File: src/rtl/decoder_pkg.sv
// Shared constants and helpers for the one-hot scan decoder.
package decoder_pkg;

  localparam logic MODE_DIRECT = 1'b0;
  localparam logic MODE_SCAN   = 1'b1;

  // Widest select the helper supports; callers cast the result down to their own width.
  localparam int MAX_SEL_W = 8;
  localparam int MAX_N     = 1 << MAX_SEL_W;

  // Number of decoded lines for a given select width.
  function automatic int n_out(input int sel_w);
    return 1 << sel_w;
  endfunction

  // One-hot image of a select value.
  function automatic logic [MAX_N-1:0] onehot(input int unsigned sel);
    return MAX_N'(1) << sel;
  endfunction

endpackage

File: src/rtl/onehot_scan_decoder_ticker.sv
// Dwell counter for scan mode: counts up to dwell, then pulses step and restarts.
module scan_ticker
  import decoder_pkg::*;
#(
  parameter int DWELL_W = 8
) (
  input  logic               clk,
  input  logic               rst,
  input  logic               clear,
  input  logic               hold,
  input  logic [DWELL_W-1:0] dwell,
  output logic               step
);

  logic [DWELL_W-1:0] dcnt;

  // Live compare: a dwell below dcnt lets the counter run past its maximum and wrap.
  assign step = (dcnt == dwell);

  // Counter update; hold freezes dcnt so a paused scan resumes mid-dwell.
  always_ff @(posedge clk) begin
    if (rst) begin
      dcnt <= '0;
    end else if (hold) begin
      dcnt <= dcnt;
    end else if (clear) begin
      dcnt <= '0;
    end else if (step) begin
      dcnt <= '0;
    end else begin
      dcnt <= dcnt + DWELL_W'(1);
    end
  end

endmodule

File: src/rtl/onehot_scan_decoder.sv
// Registered N-to-2^N one-hot decoder with an autonomous scan mode.
module onehot_scan_decoder
  import decoder_pkg::*;
#(
  parameter int SEL_W   = 2,
  parameter int DWELL_W = 8,
  localparam int N_OUT  = n_out(SEL_W)
) (
  input  logic               clk,
  input  logic               rst,
  input  logic               en,
  input  logic               mode,
  input  logic [SEL_W-1:0]   in,
  input  logic [DWELL_W-1:0] dwell,
  output logic [N_OUT-1:0]   out,
  output logic [SEL_W-1:0]   idx,
  output logic               wrap
);

  logic             mode_q;
  logic             step;
  logic             tick_clear;
  logic [SEL_W-1:0] idx_nxt;

  // Counter restarts in direct mode and on the first scan edge.
  assign tick_clear = (mode == MODE_DIRECT) || !mode_q;
  assign idx_nxt    = idx + SEL_W'(1);

  scan_ticker #(.DWELL_W(DWELL_W)) u_ticker (
    .clk   (clk),
    .rst   (rst),
    .clear (tick_clear),
    .hold  (!en),
    .dwell (dwell),
    .step  (step)
  );

  // Index/output/wrap update; mode_q tracks mode even while disabled.
  always_ff @(posedge clk) begin
    if (rst) begin
      out    <= '0;
      idx    <= '0;
      wrap   <= 1'b0;
      mode_q <= MODE_DIRECT;
    end else begin
      mode_q <= mode;
      if (!en) begin
        out  <= '0;
        wrap <= 1'b0;
      end else if (mode == MODE_DIRECT) begin
        idx  <= in;
        out  <= N_OUT'(onehot(int'(in)));
        wrap <= 1'b0;
      end else if (!mode_q) begin
        idx  <= '0;
        out  <= N_OUT'(onehot(0));
        wrap <= 1'b0;
      end else if (step) begin
        idx  <= idx_nxt;
        out  <= N_OUT'(onehot(int'(idx_nxt)));
        wrap <= (idx == SEL_W'(N_OUT - 1));
      end else begin
        // Re-drive current index so re-enabling mid-dwell restores the output at once.
        out  <= N_OUT'(onehot(int'(idx)));
        wrap <= 1'b0;
      end
    end
  end

endmodule
File: config.mk
export PLATFORM = sky130hd
export DESIGN_NAME = onehot_scan_decoder
export DESIGN_NICKNAME = d
export VERILOG_FILES = /design/src/rtl/decoder_pkg.sv /design/src/rtl/onehot_scan_decoder_ticker.sv /design/src/rtl/onehot_scan_decoder.sv
export SDC_FILE = /design/constraint.sdc
export NUM_CORES = 1
export LEC_CHECK = 0
export ABC_AREA = 1
export BUFFER_PORTS_ARGS = -buffer_cell sky130_fd_sc_hd__buf_4
export CAP_MARGIN = 20
export CORE_MARGIN = 1.5
export CORE_UTILIZATION = 56
export CTS_CLUSTER_SIZE = 12
export DETAILED_ROUTE_END_ITERATION = 6
export HOLD_SLACK_MARGIN = 0.06
export MAX_ROUTING_LAYER = met4
export PLACE_DENSITY = 0.81
export SLEW_MARGIN = 40
export SYNTH_ARGS = -nofsm -noshare
export SYNTH_HDL_FRONTEND = slang
export SYNTH_SLANG_ARGS = --single-unit
File: constraint.sdc
create_clock -name clk -period 3.4 [get_ports clk]
set_clock_uncertainty 0.1 [all_clocks]
set_input_delay 0.17 -clock clk [delete_from_list [all_inputs] [get_ports clk]]
set_output_delay 0.17 -clock clk [all_outputs]
set_load 0.05 [all_outputs]
==> results.cfg <==
[global_routing]
grt_pass1_wl_um = 3210
grt_max_degree = 10
grt_usage_pct = 22.5
grt_pass1_vias = 830
grt_remaining_overflow = 0
antenna_found_initial = 0

[worst_setup_path]
critical_path_class = register to register
arrival_ns = 1.57
crit_path_max_fanout = 5
crit_chain = nand2_1 -> nand2_1 -> nand2_4 -> nor2_2 -> nand3_1 -> nand2_1 -> nand3_1 -> a21oi_1
end_kind = register
cpPeakStageDelay_ns = 0.41
cp-start-kind = register
cp_common_cell = nand2_1
crit_buf_inv = 0
critPathRequiredTime_ns = 3.52
slowest_stage = dfxtp_1
crit_family = simple AND/OR/NAND/NOR gates

[routing]
num_vias = 918
drtPass1Iterations = 4
wire_per_inst_um = 10.9
drc = 0
drt_iter0_drc = 28
ant_nets = 0
viasPerCell = 5.02
routed_wl_um = 1990

[sta]
period_share_pct = 42.8
relSlewSlack_pct = 83.8
setup_ws_ns = 1.94
fin_crit_ns = 1.46
rsz0062_at_grt = no
finalMaxSlewViolations = 0
fmax_mhz = 687
tns_ns = 0
whs_ns = 0.0754
tightest_slew_ns = 0.242
finalSetupViolCount = 0
hold_viol_final = 0

[placed_design]
place_hpwl_um = 1450
place_inst = 175
io_buffers = 20
routabilityCongestion = 0.764
dpl_worst_slack_ns = 2.01

[synthesis]
synth_top_cell_by_area = dfxtp_1
ys_seq_area_share_pct = 33.6
syn_inst = 139
yosys_warnings = 0
synth_area_per_cell_um2 = 6.85
synth_nets = 155
synth.top_cell.area_share_pct = 33.6
synth_cell_types = 20
syn_area_um2 = 952
synth_seq_cells = 16
synth_area_leaders = dfxtp_1 (34%), nand2_1 (13%), inv_1 (8.7%)

[finish]
layout-drive-gt1-share_pct = 25.7
area_growth_pct = 25.9
multi_input_area_um2 = 541
final_util_pct = 77.8
fillers = 116
seqCellArea_um2 = 320
nNetsFinal = 184
final_cells = 183
antenna_cells = 0

[floorplanning]
ios = 21
initial_core_util_pct = 61.8
die_w_um = 44.2
core_area_um2 = 1540
die-area_um2 = 1960
die_h_um = 44.2
num_rows = 14

[clocking]
clkLatencyLatePin_ns = 0.29
cts_buffers = 3
tritoncts = yes
clock_tree.buffer_depth = 2
cts_sinks = 16
postCtsSetupRepairBufs = 0
clock_tree.htree_level_count = 1
clock-root-buffer = clkbuf_4
clk_pin_slew_ns = 0.10

[job]
max-cap-violations = 0

[worst_hold_path]
hold_class = primary input to register

[power]
ir_drop_uv = 228
leakage_nw = 0.586
power_density_nw_per_um2 = 339

[status]
status = finished clean
## power by group
| part | leakage, nW | internal, mW | total [mW] | switching, mW |
|---|---|---|---|---|
| logic | 0.434 | 0.0324 | 0.0808 | 0.0484 |
| registers | 0.130 | 0.192 | 0.197 | 0.00483 |
| clock network | 0.0210 | 0.0653 | 0.128 | 0.0627 |
## cells in the mapped netlist, drive strengths merged
master  instances
clkinv          1
nand2          41
a21oi           6
xor2            4
ha              2
nand4           1
nor3            2
o21ai           5
inv            23
nand3          11
xnor2           4
dfxtp          16
nor2           23
## area by class of cell
class | instances | area share, %
sequential | 16 | 26.7
inverter | 24 | 7.62
clock buffer | 4 | 3.03
multi-input combinational | 99 | 45.1
timing repair buffer | 24 | 15.9
tap | 16 | 1.67
## sequential cells by signal (all words and copies together), names as in the netlist
signal and count:
u_ticker.dcnt 8, out 4, wrap 1, idx 2
mode_q 1
## tightest hold or removal path: cells and delay by family
family | cells | cell delay (ns)
AND/OR/NAND/NOR | 2 | 0.11
buffers and inverters | 1 | 0.10
AO/OA/AOI/OAI | 1 | 0.05
## cells by family (layout without fill, tap and decap cells)
| family | Yosys count | count (layout) | synth area share, % |
|---|---|---|---|
| and+or+nand+nor | 78 | 78 | 40.6 |
| buffers and inverters | 24 | 52 | 9.59 |
| adders and majority gates | 2 | 2 | 2.63 |
| DFF | 16 | 16 | 33.6 |
| AOI/OAI and AO/OA | 11 | 11 | 6.18 |
| xor gates and xnor gates | 8 | 8 | 7.36 |
## final timing paths
| kind | startpoint | end | slack [ns] | depth (start not counted) |
|---|---|---|---|---|
| setup / recovery | u_ticker.dcnt[0] | out[3] | 1.94 | 8 |
| hold / removal | mode | out[2] | 0.08 | 4 |
| setup reg to reg | u_ticker.dcnt[0] | out[3] | 1.94 | 8 |
| hold reg to reg | u_ticker.dcnt[0] | u_ticker.dcnt[0] | 0.44 | 2 |
## stage by stage
stage	power, mW	cell area, um^2
detailed placement	0.277	1120
floorplan	0.251	952
CTS	0.406	1200
global placement	0.275	1120
finish	0.406	1200
global route	0.425	1200
## metal layers
layer | global-route usage, % | routed length [um]
met1 | 25.1 | 890
met2 | 39.1 | 984
met3 | 4.90 | 94
met4 | 8.48 | 24
met5 | - | 0
## placed cells by master (no fill, tap or decap), types with 5 or more instances in the layout
cell,netlist,final
nor2_2,5,5
nand2_4,5,5
nand2_1,33,33
nand3_1,11,11
a21oi_1,5,5
dfxtp_1,16,16
inv_1,22,22
buf_4,0,20
nor2_1,17,17
## repair_timing
item | CTS | global route
hold buffers | 4 | 0
resized for setup | 0 | 0
endpoints found under the hold margin | 3 | 0
endpoints found under the setup margin | 0 | 0
Note: power is estimated with default switching activity, not from simulation.
